`src/rtl/display_pkg.sv`:
```
// Shared constants and glyph table for the HEX/LED display controller.
// LED mode encodings, dark segment code and the 0-F seven-segment decoder.
package display_pkg;

    localparam logic [1:0] LED_DIRECT = 2'b00;
    localparam logic [1:0] LED_BLINK  = 2'b01;
    localparam logic [1:0] LED_CHASE  = 2'b10;
    localparam logic [1:0] LED_OFF    = 2'b11;

    localparam logic [6:0] SEG_DARK = 7'h7F;

    // Active-low {g,f,e,d,c,b,a}; every code is a visible glyph.
    function automatic logic [6:0] seg_glyph(input logic [3:0] v);
        logic [6:0] s;
        s = SEG_DARK;
        case (v)
            4'h0: s = 7'b1000000;
            4'h1: s = 7'b1111001;
            4'h2: s = 7'b0100100;
            4'h3: s = 7'b0110000;
            4'h4: s = 7'b0011001;
            4'h5: s = 7'b0010010;
            4'h6: s = 7'b0000010;
            4'h7: s = 7'b1111000;
            4'h8: s = 7'b0000000;
            4'h9: s = 7'b0010000;
            4'hA: s = 7'b0001000;
            4'hB: s = 7'b0000011;
            4'hC: s = 7'b1000110;
            4'hD: s = 7'b0100001;
            4'hE: s = 7'b0000110;
            4'hF: s = 7'b0001110;
            default: s = SEG_DARK;
        endcase
        return s;
    endfunction

endpackage

```
`src/rtl/seg7_glyph.sv`:
```
// Combinational hex digit to seven-segment decoder.
// One instance per display digit.
module seg7_glyph
    import display_pkg::*;
(
    input  logic [3:0] val_i,
    output logic [6:0] seg_o
);

    assign seg_o = seg_glyph(val_i);

endmodule

```
`src/rtl/hex_display_ctrl.sv`:
```
// Registered display controller for N seven-segment digits and M LEDs.
// Shadowed inputs, blink/chase timers and registered segment/LED outputs.
module hex_display_ctrl
    import display_pkg::*;
#(
    parameter int NUM_DIGITS = 6,
    parameter int NUM_LEDS   = 10,
    parameter int BLINK_DIV  = 25_000_000,
    parameter int CHASE_DIV  = 5_000_000
) (
    input  logic                    CLOCK_50,
    input  logic                    resetn,
    input  logic                    load,
    input  logic [4*NUM_DIGITS-1:0] digit_data,
    input  logic [NUM_DIGITS-1:0]   blank_mask,
    input  logic [NUM_DIGITS-1:0]   blink_mask,
    input  logic [NUM_LEDS-1:0]     led_data,
    input  logic [1:0]              led_mode,
    input  logic                    freeze,
    output logic [7*NUM_DIGITS-1:0] hex_out,
    output logic [NUM_LEDS-1:0]     ledr,
    output logic                    blink_phase
);

    localparam int BW = $clog2(BLINK_DIV);
    localparam int CW = $clog2(CHASE_DIV);
    localparam int PW = (NUM_LEDS > 1) ? $clog2(NUM_LEDS) : 1;

    if (NUM_DIGITS < 1 || NUM_DIGITS > 8) begin : g_bad_digits
        $error("NUM_DIGITS must be 1..8");
    end
    if (NUM_LEDS < 1 || NUM_LEDS > 16) begin : g_bad_leds
        $error("NUM_LEDS must be 1..16");
    end
    if (BLINK_DIV < 2 || CHASE_DIV < 2) begin : g_bad_div
        $error("BLINK_DIV and CHASE_DIV must be >= 2");
    end

    logic [4*NUM_DIGITS-1:0] dig_q;
    logic [NUM_DIGITS-1:0]   blank_q;
    logic [NUM_DIGITS-1:0]   bmask_q;
    logic [NUM_LEDS-1:0]     led_q;
    logic [1:0]              mode_q;

    logic [BW-1:0] bcnt_q, bcnt_d;
    logic          phase_q, phase_d;
    logic [CW-1:0] ccnt_q, ccnt_d;
    logic [PW-1:0] ptr_q, ptr_d;

    logic [7*NUM_DIGITS-1:0] hex_q, hex_d;
    logic [NUM_LEDS-1:0]     ledr_q, ledr_d;

    logic [6:0] glyph [NUM_DIGITS];
    logic       chase_enter;

    assign chase_enter = load && (led_mode == LED_CHASE)
                         && (mode_q != LED_CHASE);

    for (genvar i = 0; i < NUM_DIGITS; i++) begin : g_dig
        seg7_glyph u_glyph (
            .val_i (dig_q[4*i +: 4]),
            .seg_o (glyph[i])
        );
    end

    // Capture all display inputs when load is asserted.
    always_ff @(posedge CLOCK_50) begin
        if (!resetn) begin
            dig_q   <= '0;
            blank_q <= '1;
            bmask_q <= '0;
            led_q   <= '0;
            mode_q  <= LED_OFF;
        end else if (load) begin
            dig_q   <= digit_data;
            blank_q <= blank_mask;
            bmask_q <= blink_mask;
            led_q   <= led_data;
            mode_q  <= led_mode;
        end
    end

    // Next state of blink and chase timers; entering chase restarts it.
    always_comb begin
        bcnt_d  = bcnt_q;
        phase_d = phase_q;
        ccnt_d  = ccnt_q;
        ptr_d   = ptr_q;
        if (!freeze) begin
            if (bcnt_q == BW'(BLINK_DIV - 1)) begin
                bcnt_d  = '0;
                phase_d = ~phase_q;
            end else begin
                bcnt_d = bcnt_q + 1'b1;
            end
            if (ccnt_q == CW'(CHASE_DIV - 1)) begin
                ccnt_d = '0;
                if (ptr_q == PW'(NUM_LEDS - 1)) begin
                    ptr_d = '0;
                end else begin
                    ptr_d = ptr_q + 1'b1;
                end
            end else begin
                ccnt_d = ccnt_q + 1'b1;
            end
        end
        if (chase_enter) begin
            ccnt_d = '0;
            ptr_d  = '0;
        end
    end

    // Timer registers.
    always_ff @(posedge CLOCK_50) begin
        if (!resetn) begin
            bcnt_q  <= '0;
            phase_q <= 1'b1;
            ccnt_q  <= '0;
            ptr_q   <= '0;
        end else begin
            bcnt_q  <= bcnt_d;
            phase_q <= phase_d;
            ccnt_q  <= ccnt_d;
            ptr_q   <= ptr_d;
        end
    end

    // Segment masking and LED mode selection ahead of the output flops.
    always_comb begin
        hex_d  = '1;
        ledr_d = '0;
        for (int i = 0; i < NUM_DIGITS; i++) begin
            if (blank_q[i] || (bmask_q[i] && !phase_q)) begin
                hex_d[7*i +: 7] = SEG_DARK;
            end else begin
                hex_d[7*i +: 7] = glyph[i];
            end
        end
        case (mode_q)
            LED_DIRECT: ledr_d = led_q;
            LED_BLINK:  ledr_d = phase_q ? led_q : '0;
            LED_CHASE:  ledr_d = NUM_LEDS'(1) << ptr_q;
            default:    ledr_d = '0;
        endcase
    end

    // Output registers.
    always_ff @(posedge CLOCK_50) begin
        if (!resetn) begin
            hex_q  <= '1;
            ledr_q <= '0;
        end else begin
            hex_q  <= hex_d;
            ledr_q <= ledr_d;
        end
    end

    assign hex_out     = hex_q;
    assign ledr        = ledr_q;
    assign blink_phase = phase_q;

endmodule

```
`config.mk`:
```
export PLATFORM = sky130hd
export DESIGN_NAME = hex_display_ctrl
export DESIGN_NICKNAME = d
export VERILOG_FILES = /design/src/rtl/display_pkg.sv /design/src/rtl/seg7_glyph.sv /design/src/rtl/hex_display_ctrl.sv
export SDC_FILE = /design/constraint.sdc
export NUM_CORES = 1
export LEC_CHECK = 0
export ABC_AREA = 0
export CORE_UTILIZATION = 45
export DETAILED_ROUTE_END_ITERATION = 10
export PLACE_DENSITY = 0.7
export SYNTH_ARGS = -nofsm -noshare
export SYNTH_HDL_FRONTEND = slang
export SYNTH_SLANG_ARGS = --single-unit
```
`constraint.sdc`:
```
create_clock -name CLOCK_50 -period 4.4 [get_ports CLOCK_50]
set_clock_uncertainty 0.15 [all_clocks]
set_input_delay 1.32 -clock CLOCK_50 [delete_from_list [all_inputs] [get_ports CLOCK_50]]
set_output_delay 1.32 -clock CLOCK_50 [all_outputs]
set_load 0.1 [all_outputs]
```
* After elaboration in Yosys (flattened, before gate mapping)
Memory sizes are Yosys's and may differ from the RTL's. A register that Yosys moved wholly into a read port is not among the register bits.
Index checks and enable logic that the tools add are counted.
** Cells by class
- Add/subtract/negate cells :: 3
- Equality and inequality tests :: 7
- Shift operators :: 1
- Multiplexer cells :: 5
- Bitwise gates (word level) :: 3
- Reduce and logical (&&, ||, !) cells :: 25
** Operator list (number)
- 10-bit one-hot mux with 3 select lines :: 1
- 25-bit by 1-bit adder with 25-bit output, second input constant :: 1
- 25-bit == test, second input constant :: 1
- 25-bit two-way mux :: 1
- 23-bit by 1-bit adder with 23-bit output, second input constant :: 1
- 23-bit == test, second input constant :: 1
- 23-bit two-way mux :: 1
- 2-bit OR reduction :: 7
- 10-bit two-way mux :: 1
- 1-bit by 4-bit << shifter with 10-bit output, first input constant :: 1
- 1-bit logical AND :: 8
- 1-bit logical OR :: 6
- 4-bit by 1-bit adder with 4-bit output, second input constant :: 1
- 2-bit == test, second input constant :: 2
- 4-bit == test, second input constant :: 1
- 4-bit two-way mux :: 1
- 2-bit AND reduction :: 2
- 1-bit inverter :: 3
- 2-bit by 1-bit == test with 1-bit output, second input constant :: 1
- 2-bit zero test :: 1
- 2-bit != test, second input constant :: 1
- 1-bit zero test :: 1
** Word-level totals
- Register bits after elaboration :: 111
- Bits in read-only memories :: 672
- Input bits :: 52
- Output and inout bits :: 53
- Logic and storage cells :: 60
- Memories kept :: 6
** Memories
- (name not given) :: words 16, width 7, read ports 1, clocked after Yosys merged registers in 1, write ports 0, RTL line display_pkg.sv:16 : case (v)
- (name not given) :: words 16, width 7, read ports 1, clocked after Yosys merged registers in 1, write ports 0, RTL line display_pkg.sv:16
- (name not given) :: words 16, width 7, read ports 1, clocked after Yosys merged registers in 1, write ports 0, RTL line display_pkg.sv:16
- (name not given) :: words 16, width 7, read ports 1, clocked after Yosys merged registers in 1, write ports 0, RTL line display_pkg.sv:16
- (name not given) :: words 16, width 7, read ports 1, clocked after Yosys merged registers in 1, write ports 0, RTL line display_pkg.sv:16
- (name not given) :: words 16, width 7, read ports 1, clocked after Yosys merged registers in 1, write ports 0, RTL line display_pkg.sv:16

* Depth between registers and ports, before layout
- Depth in word-level cells :: 4
- Depth in mapped cells :: 7
- Depth with buffers taken out :: 6

* Modules after synthesis
From an unflattened synthesis, not the netlist that was laid out.
** Unflattened totals
- Cells, all modules :: 784
- Area, all modules :: 7388.3 um^2
** Modules (own cells, without submodules)
- hex_display_ctrl :: instances 1, cells each 592, area each 5736.8 um^2, seq. area each 3062.9 um^2
- seg7_glyph :: instances 6, cells each 32, area each 275.3 um^2, seq. area each 0.0 um^2

* Worst setup path before layout
Ideal clock, no wire load.
- Kind :: input -> register
- Start :: input port freeze
- End :: register bcnt_q[23]
- Library setup time :: 0.130 ns
- Arrival time :: 3.019 ns
- Data required time :: 4.120 ns
- Slack :: 1.101 ns
- Stages on the path :: 7
- Path buffers :: 3
- Cell sequence :: buf_2 > nand4b_1 > clkbuf_1 > or4_1 > o21ai_1 > buf_2 > a21oi_1
** RTL lines
- from (decl) :: RTL line hex_display_ctrl.sv:19 : input logic freeze,
- to (signal assigned) :: RTL line hex_display_ctrl.sv:121 : bcnt_q <= bcnt_d;
- to (decl) :: RTL line hex_display_ctrl.sv:45 : logic [BW-1:0] bcnt_q, bcnt_d;

* Final worst setup path
- Start :: register phase_q, in the netlist blink_phase
- End :: output port blink_phase
** RTL lines
- from (decl) :: RTL line hex_display_ctrl.sv:46 : logic phase_q, phase_d;
- from (signal assigned) :: RTL line hex_display_ctrl.sv:122 : phase_q <= phase_d;
- to (decl) :: RTL line hex_display_ctrl.sv:22 : output logic blink_phase
No word-level cell between the ends.

==> impl_results.md <==
- Synthesized net count: 855
- Utilization after layout: 0.5790
- Count of final hold-check violations: 0
- Cell Rows: 45
- First-pass GRT wire length: 24.43 mm
- Startpoint Class: flop
- Most used DFF post-synth: dfxtp_1
- Area Overhead vs Synth: 26.01%
- Tmin final: 3.437 ns
- Seq. cell area: 3063 µm²
- Sink Count: 153
- Total number of vias: 5639
- Worst Tran Pin Value: 1.038 ns
- CTS Root Cell: clkbuf_16
- Grt ovf: 0
- Crit path kind: reg2out
- Critical path capture point type: output pin
- Final wirelength: 15.07 mm
- Setup violators final: 0
- Post-synth EDFFs: 0
- Net count reported at finish: 953
- Skew-Pair Late Insertion Delay: 0.43 ns
- Sequential share of power: 0.442
- Layout cells sized above 1: 0.05269
- Slowest CP cell: clkdlybuf4s50_1
- RSZ-0062 raised after global routing: false
- PortBufs: 104
- Fin crit share: 0.7812
- Static leakage: 3.226 nW
- Global Route Usage Sum: 0.1939
- TritonCTS Buffers: 17
- Die Height: 126.6 µm
- Synth Instances: 763
- Gpl congestion: 0.8152
- Avg WL per Cell: 14.19 µm
- Most common library cells after synthesis: dfxtp_1 (153), nor2_1 (101), nand2_1 (51), mux2i_1 (50), ha_1 (40)
- Warnings, synthesis: 0
- Synth area leaders: dfxtp_1 (44%), ha_1 (7.2%), mux2i_1 (7.2%)
- Cell Count, Final, Fillers Out: 1062
- Sw Ratio: 0.2473
- Worst hold slack: 0.3331 ns
- Post-Place Cells: 1030
- # IOs: 105
- DR DRC count: 0
- Fillers: 1379
- Status: completed
- Avg Cell Area, Syn: 9.155 µm²
- Fin Setup TNS: 0 ns
- Worst Path Required: 2.93 ns
- Sequential fraction of the synthesis area: 0.4385
- CP Cell Sequence: clkdlybuf4s50_1
- Async SR Flop Fraction: 0
- Yosys cell types: 51
- First DRT Iteration DRCs: 358
- Antenna Violating Nets Remaining: 0
- Synth area leader: dfxtp_1
- Highest clock rate: 290.9 MHz
- Power density cells: 380.2 nW/µm²
- #FFs+latches synth: 153
- Clock buffer depth: 2
- 1st-pass router iterations: 5
- Crit-path max cell delay: 1.17 ns
- Comb power frac: 0.111
- Number of global-route vias before repair: 4977
- Psw: 0.8278 mW
- # hold bufs at CTS: 0
- VDD IR max: 0.2722 mV
- Crit path DAT: 1.97 ns
- Dpl hpwl: 10.63 mm
- Tot Pwr: 3.347 mW
- Placeable Area: 15200 µm²
- Die ar.: 16030 µm²
- Crit path max-delay family: buffers and inverters
- Clock network fraction of total power: 0.447
- Pin count of the biggest net entering global routing: 49
- Number of maximum-capacitance violations: 0
- Worst-path fanout max: 4
- Slew margin rel.: 0.3056
- Most numerous cell in the Yosys netlist: dfxtp_1
- CTS clk-pin slew, worst paths: 0.06 ns
- PostCTS Resize Cnt: 0
- TritonCTS clock tree: done
- Type of the tightest min-delay check: reg2reg
- Initial antenna violation count: 0
- Multi-input logic area: 3682 µm²
- WP buf/inv: 1
- Drt via density: 5.310
- Initial core utilization: 0.4595
- Die X: 126.6 µm
- Internal Power: 2.519 mW
- Slew Viols, Final: 0
- Post-CTS setup buffers: 0
- Cell area after synthesis: 6985 µm²
- Synth top area share: 0.4385
- H-tree levels: 4
-- area by class of cell --
class,instances,share of cell area
Tap cell,188,0.02672
Timing Repair Buffer,114,0.1262
Sequential cell,153,0.3480
Multi-Input combinational cell,548,0.4183
Clock buffer,24,0.05586
Clock inverter,7,0.01308
Antenna cell,1,0.0002843
Inverter,27,0.01151
-- layer usage --
metal / global-route usage / share of wire
met1: 0.2545 / 0.48
met4: 0.07229 / 0.016
met3: 0.05314 / 0.055
met5: 0 / 0
met2: 0.3042 / 0.44
-- cell usage in the layout, fill, tap and decap left out, drive strengths merged, types with 10 or more instances in the layout --
master	instances
o311ai	25
o21ai	27
buf	11
clkdlybuf4s50	103
or3	19
a21o	10
clkbuf	24
xnor2	24
inv	27
o211ai	21
nor2	101
nand3	25
nor2b	20
nand2	51
dfxtp	153
nand4	13
a21oi	23
nand2b	17
ha	40
mux2i	50
-- power groups by stage --
| stage | Combinational (mW) | Clock (mW) | Sequential, mW |
|---|---|---|---|
| 3_5_place_dp | 0.370 | 0 | 1.51 |
| 5_1_grt | 0.398 | 1.59 | 1.49 |
| 4_1_cts | 0.372 | 1.53 | 1.48 |
| 6_report | 0.370 | 1.50 | 1.48 |
| 3_3_place_gp | 0.368 | 0 | 1.51 |
| 2_1_floorplan | 0.158 | 0 | 1.60 |
-- flip-flops by register name, summed over array words and instances (netlist names) --
register	count
hex_out	42
bcnt_q	25
dig_q	24
ccnt_q	23
led_q	10
ledr	10
blank_q	6
bmask_q	6
ptr_q	4
mode_q	2
blink_phase	1
-- cell families after synthesis --
group           share of synthesized area
buf+inv                           0.03439
xor+xnor                          0.03636
compound gates                     0.1342
simple gates                       0.2117
fa+ha+maj                         0.07165
mux                               0.07326
flops                              0.4385
-- per-stage QoR --
step                area, µm²  setup WS, ns
floorplan                6985         1.101
finish                   8802        0.9627
detailed placement       8193        0.6741
global placement         8193        0.7048
CTS                      8800        0.9255
global route             8800        0.9117
-- final timing paths --
| kind | startpoint | to | slack (ns) | cells past startpoint |
|---|---|---|---|---|
| setup / recovery | blink_phase$_SDFFE_PN1P_ | blink_phase | 0.96 | 1 |
| hold reg to reg | blank_q[5]$_SDFFE_PN1P_ | blank_q[5]$_SDFFE_PN1P_ | 0.33 | 2 |
| hold / removal | blank_q[5]$_SDFFE_PN1P_ | blank_q[5]$_SDFFE_PN1P_ | 0.33 | 2 |
| setup reg to reg | ccnt_q[20]$_SDFFE_PP0N_ | ptr_q[1]$_SDFFE_PP0P_ | 2.03 | 4 |
Note: power is estimated with default switching activity, not from simulation.
